**config.mk**
```make
export PLATFORM = sky130hd
export DESIGN_NAME = mem_rd_arbiter_flat
export DESIGN_NICKNAME = d
export VERILOG_FILES = /design/src/rtl/arb_pkg.sv /design/src/rtl/mem_rd_arbiter_if.sv /design/src/rtl/arb_prio_sel.sv /design/src/rtl/mem_rd_arbiter.sv /design/src/flat_wrapper.sv
export SDC_FILE = /design/constraint.sdc
export NUM_CORES = 1
export LEC_CHECK = 0
export ABC_AREA = 1
export CORE_ASPECT_RATIO = 0.8
export CORE_MARGIN = 4
export CORE_UTILIZATION = 33
export DETAILED_ROUTE_END_ITERATION = 8
export PLACE_DENSITY = 0.87
export SETUP_SLACK_MARGIN = 0.02
export SLEW_MARGIN = 20
export SYNTH_ARGS = -nofsm -noshare
export SYNTH_HDL_FRONTEND = slang
export SYNTH_SLANG_ARGS = --single-unit
export TNS_END_PERCENT = 1
```
**constraint.sdc**
```tcl
create_clock -name clk -period 1.7 [get_ports clk]
set_clock_uncertainty 0.1 [all_clocks]
set_input_delay 0.255 -clock clk [delete_from_list [all_inputs] [get_ports clk]]
set_output_delay 0.255 -clock clk [all_outputs]
set_load 0.005 [all_outputs]
```
**src/rtl/arb_pkg.sv**
```systemverilog
`default_nettype none
// ============================================================================
// Module : arb_pkg
// Brief  : Shared types and line-size constants for the refill read arbiter.
// Rev    : 1.0  initial release
// ============================================================================
package arb_pkg;

   localparam int LINE_OFFSET_W_DEF = 5;
   localparam int LINE_WIDTH        = 8 << LINE_OFFSET_W_DEF;
   localparam int LINE_WORD_NUM     = LINE_WIDTH / 32;
   localparam int STARVE_CNT_W      = 4;

   typedef enum logic [1:0] {
      ARB_IDLE = 2'd0,
      ARB_ADDR = 2'd1,
      ARB_DATA = 2'd2
   } arb_state_t;

   typedef enum logic {
      OWN_DATA = 1'b0,
      OWN_INST = 1'b1
   } arb_owner_t;

   function automatic logic [STARVE_CNT_W-1:0] starve_max_val(input int max);
      return STARVE_CNT_W'(max);
   endfunction

endpackage
`default_nettype wire

```
**src/rtl/mem_rd_arbiter_if.sv**
```systemverilog
`default_nettype none
// ============================================================================
// Module : mem_rd_arbiter_if
// Brief  : One cache-line read-burst port; master issues requests, slave serves them.
// Rev    : 1.0  initial release
// ============================================================================
interface mem_rd_arbiter_if;

   logic        req;
   logic [2:0]  rd_type;
   logic [31:0] addr;
   logic        rdy;
   logic        ret_valid;
   logic        ret_last;
   logic [31:0] ret_data;

   modport master (
      output req, rd_type, addr,
      input  rdy, ret_valid, ret_last, ret_data
   );

   modport slave (
      input  req, rd_type, addr,
      output rdy, ret_valid, ret_last, ret_data
   );

endinterface
`default_nettype wire

```
**src/rtl/arb_prio_sel.sv**
```systemverilog
`default_nettype none
// ============================================================================
// Module : arb_prio_sel
// Brief  : Combinational grant select: data priority, write-buffer hazard hold,
//          inst anti-starvation override.
// Rev    : 1.0  initial release
// ============================================================================
module arb_prio_sel
   import arb_pkg::*;
#(
   parameter int LINE_OFFSET_W = 5,
   parameter int STARVE_MAX    = 4
) (
   input  logic                      en,
   input  logic                      inst_req,
   input  logic                      data_req,
   input  logic [31-LINE_OFFSET_W:0] data_line,
   input  logic                      wb_busy,
   input  logic [31-LINE_OFFSET_W:0] wb_line_addr,
   input  logic [STARVE_CNT_W-1:0]   starve_cnt,
   output logic                      grant_inst,
   output logic                      grant_data,
   output logic                      wb_hold
);

   logic line_hit;
   logic data_cand;
   logic inst_first;

   always_comb begin
      line_hit   = wb_busy && (data_line == wb_line_addr);
      data_cand  = data_req && !line_hit;
      inst_first = inst_req && (starve_cnt == starve_max_val(STARVE_MAX));
      grant_inst = en && inst_req && (inst_first || !data_cand);
      grant_data = en && data_cand && !inst_first;
      wb_hold    = en && data_req && line_hit;
   end

endmodule
`default_nettype wire

```
**src/rtl/mem_rd_arbiter.sv**
```systemverilog
`default_nettype none
// ============================================================================
// Module : mem_rd_arbiter
// Brief  : Shares one read-burst port between icache and dcache refills.
//          Optional macro ARB_PERF_CNT_EN adds grant / wb-hold perf counters.
// Rev    : 1.0  initial release
// ============================================================================
module mem_rd_arbiter
   import arb_pkg::*;
#(
   parameter int LINE_OFFSET_W = 5,
   parameter int STARVE_MAX    = 4
) (
   input  logic                      clk,
   input  logic                      resetn,
   mem_rd_arbiter_if.slave           inst_if,
   mem_rd_arbiter_if.slave           data_if,
   mem_rd_arbiter_if.master          mem_if,
   input  logic                      wb_busy,
   input  logic [31-LINE_OFFSET_W:0] wb_line_addr,
   output logic                      arb_err
`ifdef ARB_PERF_CNT_EN
   ,
   output logic [31:0]               perf_inst_grants,
   output logic [31:0]               perf_data_grants,
   output logic [31:0]               perf_wb_hold_cyc
`endif
);

   arb_state_t                state_q, state_d;
   arb_owner_t                owner_q, owner_d;
   logic [2:0]                type_q, type_d;
   logic [31:0]               addr_q, addr_d;
   logic [STARVE_CNT_W-1:0]   starve_q, starve_d;
   logic                      err_q, err_d;

   logic in_idle, in_addr, inst_sel, data_sel;
   logic grant_inst, grant_data, wb_hold;

   assign in_idle = (state_q == ARB_IDLE);
   assign in_addr = (state_q == ARB_ADDR);

   arb_prio_sel #(
      .LINE_OFFSET_W (LINE_OFFSET_W),
      .STARVE_MAX    (STARVE_MAX)
   ) u_prio_sel (
      .en           (in_idle),
      .inst_req     (inst_if.req),
      .data_req     (data_if.req),
      .data_line    (data_if.addr[31:LINE_OFFSET_W]),
      .wb_busy      (wb_busy),
      .wb_line_addr (wb_line_addr),
      .starve_cnt   (starve_q),
      .grant_inst   (grant_inst),
      .grant_data   (grant_data),
      .wb_hold      (wb_hold)
   );

   always_comb begin
      state_d  = state_q;
      owner_d  = owner_q;
      type_d   = type_q;
      addr_d   = addr_q;
      starve_d = starve_q;
      err_d    = err_q;

      if (mem_if.ret_valid && (state_q != ARB_DATA)) err_d = 1'b1;

      case (state_q)
         ARB_IDLE: begin
            if (grant_inst) begin
               owner_d = OWN_INST;
               type_d  = inst_if.rd_type;
               addr_d  = inst_if.addr;
               state_d = ARB_ADDR;
            end else if (grant_data) begin
               owner_d = OWN_DATA;
               type_d  = data_if.rd_type;
               addr_d  = data_if.addr;
               state_d = ARB_ADDR;
            end
         end
         ARB_ADDR: if (mem_if.rdy) state_d = ARB_DATA;
         ARB_DATA: if (mem_if.ret_valid && mem_if.ret_last) state_d = ARB_IDLE;
         default:  state_d = ARB_IDLE;
      endcase

      // Counts consecutive data wins only while inst is actually waiting.
      if (!inst_if.req || grant_inst)
         starve_d = '0;
      else if (grant_data && (starve_q != starve_max_val(STARVE_MAX)))
         starve_d = starve_q + 1'b1;
   end

   always_ff @(posedge clk or negedge resetn) begin
      if (!resetn) begin
         state_q  <= ARB_IDLE;
         owner_q  <= OWN_DATA;
         type_q   <= '0;
         addr_q   <= '0;
         starve_q <= '0;
         err_q    <= 1'b0;
      end else begin
         state_q  <= state_d;
         owner_q  <= owner_d;
         type_q   <= type_d;
         addr_q   <= addr_d;
         starve_q <= starve_d;
         err_q    <= err_d;
      end
   end

   assign inst_sel = (state_q == ARB_DATA) && (owner_q == OWN_INST);
   assign data_sel = (state_q == ARB_DATA) && (owner_q == OWN_DATA);

   assign inst_if.rdy       = grant_inst;
   assign inst_if.ret_valid = inst_sel && mem_if.ret_valid;
   assign inst_if.ret_last  = inst_sel && mem_if.ret_last;
   assign inst_if.ret_data  = inst_sel ? mem_if.ret_data : 32'd0;

   assign data_if.rdy       = grant_data;
   assign data_if.ret_valid = data_sel && mem_if.ret_valid;
   assign data_if.ret_last  = data_sel && mem_if.ret_last;
   assign data_if.ret_data  = data_sel ? mem_if.ret_data : 32'd0;

   // Latched request fields are only presented while the request is live.
   assign mem_if.req     = in_addr;
   assign mem_if.rd_type = in_addr ? type_q : 3'd0;
   assign mem_if.addr    = in_addr ? addr_q : 32'd0;

   assign arb_err = err_q;

`ifdef ARB_PERF_CNT_EN
   logic [31:0] perf_inst_q, perf_inst_d;
   logic [31:0] perf_data_q, perf_data_d;
   logic [31:0] perf_hold_q, perf_hold_d;

   always_comb begin
      perf_inst_d = perf_inst_q + {31'd0, grant_inst};
      perf_data_d = perf_data_q + {31'd0, grant_data};
      perf_hold_d = perf_hold_q + {31'd0, wb_hold};
   end

   always_ff @(posedge clk or negedge resetn) begin
      if (!resetn) begin
         perf_inst_q <= '0;
         perf_data_q <= '0;
         perf_hold_q <= '0;
      end else begin
         perf_inst_q <= perf_inst_d;
         perf_data_q <= perf_data_d;
         perf_hold_q <= perf_hold_d;
      end
   end

   assign perf_inst_grants = perf_inst_q;
   assign perf_data_grants = perf_data_q;
   assign perf_wb_hold_cyc = perf_hold_q;
`else
   logic unused_wb_hold;
   assign unused_wb_hold = wb_hold;
`endif

endmodule
`default_nettype wire

```
**src/flat_wrapper.sv**
```systemverilog
// flat-port wrapper written by rule: the top's interface ports become plain ports
module mem_rd_arbiter_flat import arb_pkg::*;
#(
   parameter int LINE_OFFSET_W = 5,
   parameter int STARVE_MAX    = 4
)
  (clk, resetn, wb_busy, wb_line_addr, arb_err, inst_if_req, inst_if_rd_type, inst_if_addr, inst_if_rdy, inst_if_ret_valid, inst_if_ret_last, inst_if_ret_data, data_if_req, data_if_rd_type, data_if_addr, data_if_rdy, data_if_ret_valid, data_if_ret_last, data_if_ret_data, mem_if_req, mem_if_rd_type, mem_if_addr, mem_if_rdy, mem_if_ret_valid, mem_if_ret_last, mem_if_ret_data);
  mem_rd_arbiter_if inst_if_i ();
  mem_rd_arbiter_if data_if_i ();
  mem_rd_arbiter_if mem_if_i ();
  input  logic clk;
  input  logic resetn;
  input  logic wb_busy;
  input  logic [31-LINE_OFFSET_W:0] wb_line_addr;
  output logic arb_err;
  input wire logic [$bits(inst_if_i.req)-1:0] inst_if_req;
  input wire logic [$bits(inst_if_i.rd_type)-1:0] inst_if_rd_type;
  input wire logic [$bits(inst_if_i.addr)-1:0] inst_if_addr;
  output wire logic [$bits(inst_if_i.rdy)-1:0] inst_if_rdy;
  output wire logic [$bits(inst_if_i.ret_valid)-1:0] inst_if_ret_valid;
  output wire logic [$bits(inst_if_i.ret_last)-1:0] inst_if_ret_last;
  output wire logic [$bits(inst_if_i.ret_data)-1:0] inst_if_ret_data;
  input wire logic [$bits(data_if_i.req)-1:0] data_if_req;
  input wire logic [$bits(data_if_i.rd_type)-1:0] data_if_rd_type;
  input wire logic [$bits(data_if_i.addr)-1:0] data_if_addr;
  output wire logic [$bits(data_if_i.rdy)-1:0] data_if_rdy;
  output wire logic [$bits(data_if_i.ret_valid)-1:0] data_if_ret_valid;
  output wire logic [$bits(data_if_i.ret_last)-1:0] data_if_ret_last;
  output wire logic [$bits(data_if_i.ret_data)-1:0] data_if_ret_data;
  output wire logic [$bits(mem_if_i.req)-1:0] mem_if_req;
  output wire logic [$bits(mem_if_i.rd_type)-1:0] mem_if_rd_type;
  output wire logic [$bits(mem_if_i.addr)-1:0] mem_if_addr;
  input wire logic [$bits(mem_if_i.rdy)-1:0] mem_if_rdy;
  input wire logic [$bits(mem_if_i.ret_valid)-1:0] mem_if_ret_valid;
  input wire logic [$bits(mem_if_i.ret_last)-1:0] mem_if_ret_last;
  input wire logic [$bits(mem_if_i.ret_data)-1:0] mem_if_ret_data;
  assign inst_if_i.req = inst_if_req;
  assign inst_if_i.rd_type = inst_if_rd_type;
  assign inst_if_i.addr = inst_if_addr;
  assign inst_if_rdy = inst_if_i.rdy;
  assign inst_if_ret_valid = inst_if_i.ret_valid;
  assign inst_if_ret_last = inst_if_i.ret_last;
  assign inst_if_ret_data = inst_if_i.ret_data;
  assign data_if_i.req = data_if_req;
  assign data_if_i.rd_type = data_if_rd_type;
  assign data_if_i.addr = data_if_addr;
  assign data_if_rdy = data_if_i.rdy;
  assign data_if_ret_valid = data_if_i.ret_valid;
  assign data_if_ret_last = data_if_i.ret_last;
  assign data_if_ret_data = data_if_i.ret_data;
  assign mem_if_req = mem_if_i.req;
  assign mem_if_rd_type = mem_if_i.rd_type;
  assign mem_if_addr = mem_if_i.addr;
  assign mem_if_i.rdy = mem_if_rdy;
  assign mem_if_i.ret_valid = mem_if_ret_valid;
  assign mem_if_i.ret_last = mem_if_ret_last;
  assign mem_if_i.ret_data = mem_if_ret_data;
  mem_rd_arbiter #(.LINE_OFFSET_W(LINE_OFFSET_W), .STARVE_MAX(STARVE_MAX)) u_core (.clk(clk), .resetn(resetn), .inst_if(inst_if_i), .data_if(data_if_i), .mem_if(mem_if_i), .wb_busy(wb_busy), .wb_line_addr(wb_line_addr), .arb_err(arb_err));
endmodule
```
# Yosys cells after proc, flatten, opt, wreduce, memory -nomap -nowiden
# Cells that the tools add are included.
dict set report classes {
  n_reduce_logical 27
  n_mul 0
  eq_ne 9
  n_mux 17
  n_addsub 1
  shift 0
  order_cmp 0
  bitwise 1
  div_mod_pow 0
}
# op n
set op_table {}
lappend op_table {{2-to-1 mux 32 bit} 5}
lappend op_table {{equality test 27 bit} 1}
lappend op_table {{logical AND 1 bit} 16}
lappend op_table {{2-to-1 mux 3 bit} 3}
lappend op_table {{2-to-1 mux 2 bit} 4}
lappend op_table {{2-to-1 mux 4 bit} 2}
lappend op_table {{one-hot mux 2 bit (3 select lines)} 1}
lappend op_table {{adder 4 x 1 -> 4 bit (second input constant)} 1}
lappend op_table {{equality test 4 x 3 -> 1 bit (second input constant)} 1}
lappend op_table {{logical NOT 1 bit} 4}
lappend op_table {{!= test 2 bit (second input constant)} 2}
lappend op_table {{!= test 4 x 3 -> 1 bit (second input constant)} 1}
lappend op_table {{nonzero test 2 bit} 2}
lappend op_table {{!= test 3 x 1 -> 1 bit (second input constant)} 1}
lappend op_table {{AND reduction 3 bit} 1}
lappend op_table {{equality test 2 x 1 -> 1 bit (second input constant)} 1}
lappend op_table {{equality test 2 bit (second input constant)} 1}
lappend op_table {{logical NOT 2 bit} 1}
lappend op_table {{logical OR 1 bit} 2}
lappend op_table {{2-to-1 mux 1 bit} 2}
lappend op_table {{!= test 2 x 1 -> 1 bit (second input constant)} 1}
lappend op_table {{AND reduction 2 bit} 1}
lappend op_table {{inverter 1 bit} 1}
dict set report word_totals {
  mem_count 0
  register_bits 43
  latchBits 0
  elab_cells 61
  romBits 0
  input_bits 137
  ram_bits 0
}

# Depth between registers and ports, before layout
# Gate-level depths: netlist of the first run.
dict set report depth {
  ltp_word 9
  ltp_mapped 16
  mapped_depth_nobuf 14
}

# Modules after synthesis
# From an unflattened synthesis of the first run, not the netlist that was laid out.
dict set report hier_totals {
  cells_unflattened 617
  area_unflattened_um2 3708.6
}
# mod cells_per_inst instances area_per_inst_um2
set modules_own_cells {}
lappend modules_own_cells {mem_rd_arbiter 458 1 3079.2}
lappend modules_own_cells {arb_prio_sel 159 1 629.4}

# Least setup slack after synthesis of the first run
# OpenSTA, ideal clock, no wires.
dict set report synth_timing {
  path_type {register to output}
  startpoint {reg u_core.starve_q[0]}
  endpoint {out inst_if_rdy}
  required_ns 1.345
  path_slack_ns 0.004
  path_buffers 2
  arrival_time_ns 1.341
  stages_incl_launch_ff 10
  path_cell_list {dfrtp_1 inv_1 ha_1 nand3_1 o21a_1 nand2_4 nand2_2 buf_6 buf_6 inv_1}
}
dict set report synth_via {
  elab_chain_cells 4
}
# element line
set synth_lines {}
lappend synth_lines {{from (decl)} mem_rd_arbiter.sv:34} ;# logic [STARVE_CNT_W-1:0] starve_q, starve_d;
lappend synth_lines {{from (signal assigned)} mem_rd_arbiter.sv:108} ;# starve_q <= starve_d;
lappend synth_lines {{equality test 4 x 3 -> 1 bit} arb_prio_sel.sv:33} ;# inst_first = inst_req && (starve_cnt == starve_max_val(STARVE_MAX));
lappend synth_lines {{logical AND 1 bit} arb_prio_sel.sv:33}
lappend synth_lines {{logical OR 1 bit} arb_prio_sel.sv:34} ;# grant_inst = en && inst_req && (inst_first || !data_cand);
lappend synth_lines {{logical AND 1 bit} arb_prio_sel.sv:34}
lappend synth_lines {{to (decl)} flat_wrapper.sv:19} ;# output wire logic [$bits(inst_if_i.rdy)-1:0] inst_if_rdy;
# Every way passes these cells.

# Worst setup path in the final report of the first run
dict set report layout_timing {
  startpoint {reg u_core.state_q[0]}
  endpoint {out inst_if_ret_data[29]}
}
dict set report layout_via {
  elab_chain_cells 3
}
# element line
set layout_lines {}
lappend layout_lines {{from (decl)} mem_rd_arbiter.sv:30} ;# arb_state_t state_q, state_d;
lappend layout_lines {{from (signal assigned)} mem_rd_arbiter.sv:104} ;# state_q <= state_d;
lappend layout_lines {{equality test 2 bit} mem_rd_arbiter.sv:113} ;# assign inst_sel = (state_q == ARB_DATA) && (owner_q == OWN_INST);
lappend layout_lines {{logical AND 1 bit} mem_rd_arbiter.sv:113}
lappend layout_lines {{2-to-1 mux 32 bit} mem_rd_arbiter.sv:119} ;# assign inst_if.ret_data = inst_sel ? mem_if.ret_data : 32'd0;
lappend layout_lines {{to (decl)} flat_wrapper.sv:22} ;# output wire logic [$bits(inst_if_i.ret_data)-1:0] inst_if_ret_data;
# Every way passes these cells.

==> results of run 1 <==
## how the worst min path moves through the flow
stage	start	to	slack, ns	depth (start not counted)
final	data_if_addr[6]	u_core.addr_q[6]$_DFFE_PN0P_	0.21	5
after global routing	data_if_addr[6]	u_core.addr_q[6]$_DFFE_PN0P_	0.23	5
after CTS	data_if_addr[28]	u_core.addr_q[28]$_DFFE_PN0P_	0.33	5
after detailed placement	resetn	u_core.addr_q[17]$_DFFE_PN0P_	0.15	1
after global placement	resetn	u_core.addr_q[17]$_DFFE_PN0P_	0.14	1
after floorplan	resetn	u_core.addr_q[0]$_DFFE_PN0P_	-0.14	0
## power by group
part	leakage [nW]	total (W)	switching [W]	internal, W
clock	0.0960	0.00126	0.000407	0.000852
combinational	3.75	0.00441	0.00237	0.00204
sequential	0.527	0.00179	0.000283	0.00151
total	4.37	0.00746	0.00306	0.00440
## layout by cell type (no fill, tap or decap), types with 2 or more instances in the layout
cell	instances
nand3_1	74
buf_6	10
dfrtp_1	43
buf_4	36
nor2_4	6
bufinv_16	2
nand2_4	4
buf_2	70
nor2_1	52
dlygate4sd2_1	6
nor2_2	62
clkdlybuf4s50_1	81
diode_2	3
clkdlybuf4s15_2	12
inv_1	169
ha_1	2
clkdlybuf4s15_1	7
o21ai_0	3
xor2_1	2
nand2_1	177
nand2_2	4
xnor2_1	6
dlymetal6s2s_1	45
buf_12	8
clkbuf_16	6
inv_2	11
buf_8	3
o21ai_1	3
clkbuf_2	20
## area by class of cell
class,instances,area share (%)
diodes,3,0.110
multi-input cells,402,28.7
repair buffers,301,40.0
inverters,182,10.0
flip-flops and latches,43,15.7
clock buffers,5,1.83
clock inverters,3,1.04
well taps,140,2.56
## worst register-to-register path: stages, from the launching register on
cell     delay [ns]
dfrtp_1        0.43
nor2_2         0.20
inv_1          0.09
nor2_4         0.12
buf_4          0.24
inv_1          0.10
nand2_4        0.11
buf_4          0.21
nand3_1        0.14
nand2_1        0.08
## logic make-up after synthesis
| group | after synthesis | synth area share (%) |
|---|---|---|
| buffers and inverters | 208 | 23.0 |
| adders and majority gates | 2 | 0.692 |
| and+or+nand+nor | 382 | 43.0 |
| xor gates and xnor gates | 8 | 1.94 |
| AOI/OAI and AO/OA | 10 | 1.59 |
| DFF | 43 | 29.8 |
## flip-flops by register name, indices dropped and copies added (netlist names)
| register | count |
|---|---|
| u_core.state_q | 2 |
| u_core.starve_q | 4 |
| u_core.owner_q | 1 |
| u_core.arb_err | 1 |
| u_core.addr_q | 32 |
| u_core.type_q | 3 |
## per-layer routing
metal  track usage, %  vias up  routed length (um)
met5                0        -                   0
met4             7.75        0                 374
met3             6.54       18                1310
met2             38.0      208                7550
met1             23.1     2146                5810
li1                 -     2420                   -
## through the flow
stage | total power (W) | util [%]
global placement | 0.00601 | 61.7
CTS | 0.00734 | 64.7
detailed placement | 0.00610 | 61.7
global route | 0.00807 | 65.2
floorplan | 0.00370 | -
finish | 0.00746 | 65.2
## timing repair
item                                    in CTS  in global routing
endpoints found under the setup margin     146                146
pin swaps                                   15                 30
gates cloned                                 1                  1
buffers inserted                             3                 10
hold buffers                                 1                  0
endpoints found under the hold margin       19                  0
resized for setup                          219                326
==> run metrics, run 1 <==
Die Height 102 um; Synth Warn # 0; Die W 125 um; via count approximately 4,800; row count 33; Synth top area share ~30%; count of cell types in the netlist 23; worst min-delay path category input port to register; most frequent cell after synthesis nand2_1; net count reported at finish approximately 1,100; RSZ-0062 raised after global routing true; crit path from u_core.state_q[0]$_DFFE_PN0P_; PortBufs 243; min cycle time layout about 1.9 ns; final hold violation count 0; Post-synth ARST share 100%; VDD IR max about 0.55 mV; Slew Limit Fails 0; drt first pass iters 5; Final Non-Filler Cells about 1,100; CP Launch Type register; largest stage delay on the critical path about 0.43 ns; achievable frequency between 0.5 and 0.6 GHz; area of the multi-input gates ~2000 um^2; Detailed Place HPWL approximately 11,000 um; instance count on the critical path 6; Synth Area per Inst around 5.5 um^2; relative slew slack roughly two thirds; Seq/Total Area, Yosys between 20% and 30%; Area growth syn-to-layout 89.2%; vias in the first global route about 4,400; first-pass GRT wire length roughly 21,000 um; Worst-Skew Late Latency between 0.2 and 0.3 ns; slowest CP cell dfrtp_1; grt total ovfl 0; Worst Setup End Kind primary output; final period utilization 112%; global placer's final weighted congestion just over 0.9; failing checks negative setup slack; Synth area leader dfrtp_1; Net Count, Synth roughly 790; max_cap viols 0; Critical Path Fanout Max 17; CTS Root Cell clkbuf_16; Post-Syn Area between 3000 and 4000 um^2; CTS tree built; status finished, violations left; vias per cell ~4.4; synth top area cells dfrtp_1 30%, nand2_1 19%, inv_1 18%; Total Wirelength 15,000 um; leakage between 4 and 5 nW; Max H-tree Level 2; post-route cell area between 6000 and 7000 um^2; Synth Flop Type dfrtp_1; end point of the critical path inst_if_ret_data[29]; Top Ports roughly 240; hold_ws slightly above 0.2 ns; Post-DP Area 6470 um^2; initial antenna violation count 2; worst flop-to-flop path endpoint u_core.addr_q[21]$_DFFE_PN0P_; top post-synthesis cells by count 182 x nand2_1, 177 x inv_1, 120 x nor2_1; FF/Latch Area 1080 um^2; Pwr Density between 1000 and 1500 nW/um^2; Yosys reg bits 43; CTS sink cnt 43; Core Area 10,500 um^2; Synth Instances 653; post-place setup slack -0.845 ns; proportion of layout cells with a drive suffix above 1 roughly 28%; initial core utilization 34.5%; placed cell count between 1,000 and 1,500; setup violators final between 100 and 150; total die area 12,700 um^2; antenna viol nets, final 0; fill count about 930; setup TNS -12.35 ns; worst path arrival time around 1.5 ns; CP delay by family, top buffers and inverters; GRT Util Overall 20.9%; routed wire length per instance approximately 14 um; clock buffer depth 2; pin count of the biggest net entering global routing 39; min setup slack post-route -0.199 ns; Iteration-0 DRC Markers about 180; WP buf/inv 3; R2R Setup Slk -0.17 ns; CP cell instances nor2_4, buf_6, nand2_8, buf_16, nor2_2, clkdlybuf4s15_2; CP required approximately 1.3 ns; Num CTS Buffers 5; clk slew on worst S/H paths roughly 0.07 ns; Post-synth EDFFs 0; # DRC 0; worst reg2reg startpoint u_core.state_q[0]$_DFFE_PN0P_; Tightest Pin Transition a little over 0.5 ns; Worst Setup Path Type register to primary output; reg2reg path depth 9
Power figures use the tool's default switching activity.
==> run 2: changes to the inputs <==
--- a/config.mk
+++ b/config.mk
@@ -15,5 +15,6 @@
 export SLEW_MARGIN = 20
 export SYNTH_ARGS = -nofsm -noshare
 export SYNTH_HDL_FRONTEND = slang
+export SYNTH_HIERARCHICAL = 1
 export SYNTH_SLANG_ARGS = --single-unit
 export TNS_END_PERCENT = 1
==> run 2 against run 1 <==
The run still ends with negative setup slack left. Design area is 6.3% higher. First-iteration DRC count up 21%. Flip-flop and latch count unchanged. Fmax fell by 5.9%. Setup slack worse by 0.12 ns. Non-clock buffer count grew 28. Utilization rose by 1.3 points. Register-to-register slack worse by 0.06 ns. Sequential power is 11% lower. Cell count is 0.46% lower. Highest routed layer unchanged.
==> run metrics, run 2 <==
Iteration-0 DRC Markers 216; Area growth syn-to-layout 96.4%; Synth Instances between 600 and 700; min setup slack post-route -0.318 ns; Post-Syn Area about 3700 um^2; Num CTS Buffers 5; initial antenna violation count 2; grt total ovfl 0; Worst Setup End Kind primary output; pin count of the biggest net entering global routing 34; Die W between 100 and 150 um; # DRC 0; min cycle time layout around 2 ns; commonest non-fill, non-tap cells in the layout 161 x nand2_1, 124 x inv_1, 81 x clkdlybuf4s50_1; vias in the first global route around 4,500; Critical Path Fanout Max 7; CTS sink cnt between 40 and 50; proportion of layout cells with a drive suffix above 1 just under 40%; Top Ports around 240; most common cell after layout, fill and taps aside nand2_1; Synth Area per Inst 6.02 um^2; uppermost layer routed met4; Total Wirelength 15,400 um; status finished, violations left; hold_ws about 0.26 ns; row count 34; WL met2 between 8000 and 9000 um; failing checks negative setup slack; vias per cell about 4.4; CTS tree built; via count 4,724; Core Area roughly 11,000 um^2; Die Height roughly 100 um; Met1 Wirelength 5810 um; clk slew on worst S/H paths about 0.06 ns; Worst Setup Path Type register to primary output; global placer's final weighted congestion 0.889; Top Registers u_core/addr_q (32), u_core/starve_q (4), u_core/type_q (3); final period utilization 119%; worst min-delay path category input port to register; clock buffer depth 2; net count reported at finish 1,066; setup TNS -28.35 ns; GRT Util Overall 21.5%; fill count 933; Biggest register u_core/addr_q; setup violators final 146; VDD IR max between 0.6 and 0.7 mV; leakage 3.95 nW; routed length on met3 about 1200 um; Detailed Place HPWL 11,300 um; first-pass GRT wire length ~22,000 um; Max H-tree Level 2; antenna viol nets, final 0; routed wire length per instance about 14 um; CP required between 1 and 1.5 ns; post-route cell area roughly 7300 um^2; relative slew slack 70.0%; Tightest Pin Transition 0.450 ns; CTS Root Cell clkbuf_16; Pwr Density about 1100 nW/um^2; total die area roughly 13,000 um^2; achievable frequency 0.496 GHz; Worst-Skew Late Latency 0.28 ns; CP Launch Type register; Net Count, Synth 754; Synth Warn # 6; worst path arrival time 1.66 ns; max_cap viols 0; initial core utilization about a third; Post-DP Area ~6600 um^2; final hold violation count 0; RSZ-0062 raised after global routing true; drt first pass iters 4; max reg flops 32; Slew Limit Fails 0; PortBufs ~240
## run 2: changes by cell type in the layout (fill, tap and decap cells not counted), moves of 16 or more
| cell | before | now |
|---|---|---|
| nand2_2 | 4 | 30 |
| inv_1 | 169 | 124 |
| buf_6 | 10 | 38 |
| clkdlybuf4s15_2 | 12 | 44 |
| nand2_1 | 177 | 161 |
| a21oi_1 | 1 | 33 |
| dlymetal6s2s_1 | 45 | 0 |
| nor2_4 | 6 | 38 |
| buf_2 | 70 | 52 |
| nand3_1 | 74 | 8 |
| nor2_1 | 52 | 70 |
## run 2: timing repair
| item | 4_1_cts | 5_1_grt |
|---|---|---|
| pin swaps | 36 | 66 |
| cloned | 3 | 3 |
| hold buffers | 1 | 0 |
| endpoints found under the setup margin | 147 | 146 |
| gates resized for setup | 493 | 147 |
| setup buffers | 28 | 2 |
| endpoints found under the hold margin | 17 | 0 |
## run 2: routing by layer
metal	track usage (%)	up-vias
met2	39.7	177
li1	-	2396
met1	24.1	2129
met3	6.16	22
met4	7.09	0
met5	0	-
## run 2: through the flow
stage / setup WS (ns) / util [%] / cells / total power (W)
2_1_floorplan: -0.0755 / - / 615 / 0.00391
3_3_place_gp: -1.03 / 60.5 / 1027 / 0.00601
3_5_place_dp: -1.02 / 60.5 / 1027 / 0.00614
4_1_cts: -0.341 / 65.2 / 1067 / 0.00761
5_1_grt: -0.390 / 66.5 / 1074 / 0.00849
6_report: -0.318 / 66.5 / 1074 / 0.00790
## run 2: worst max-delay path, cell delays in order, from the launching register on
cell and delay [ns]:
dfrtp_1 0.41, nor2_4 0.12, inv_2 0.04, or2_4 0.32, buf_6 0.15, buf_6 0.11
nor2_2 0.09, buf_2 0.14
## run 2: power breakdown
part	switching (W)	leakage [nW]	internal (W)
sequential	0.000130	0.484	0.00147
combinational	0.00263	3.40	0.00275
clock	0.000374	0.0669	0.000542
total	0.00313	3.95	0.00477
## run 2: path summary, 6_finish.rpt
check	from	endpoint	slack, ns	depth (start not counted)
setup / recovery	u_core/state_q[0]$_DFFE_PN0P_	data_if_ret_data[0]	-0.32	7
hold / removal	data_if_addr[8]	u_core/addr_q[8]$_DFFE_PN0P_	0.26	5
setup reg to reg	u_core/state_q[0]$_DFFE_PN0P_	u_core/addr_q[1]$_DFFE_PN0P_	-0.23	10
hold reg to reg	u_core/arb_err$_DFFE_PN0P_	u_core/arb_err$_DFFE_PN0P_	0.39	1
max in group asynchronous	resetn	u_core/addr_q[30]$_DFFE_PN0P_	0.57	3
min in group asynchronous	resetn	u_core/addr_q[1]$_DFFE_PN0P_	0.37	2
## run 2: layout make-up
class,count,area [um^2],area share (%)
inverters,130,493,6.78
clock buffers,6,129,1.77
diodes,2,5.00,0.0689
flip-flops and latches,43,1080,14.8
repair buffers,329,3110,42.7
clock inverters,2,12.5,0.172
well taps,144,180,2.48
multi-input cells,418,2260,31.2
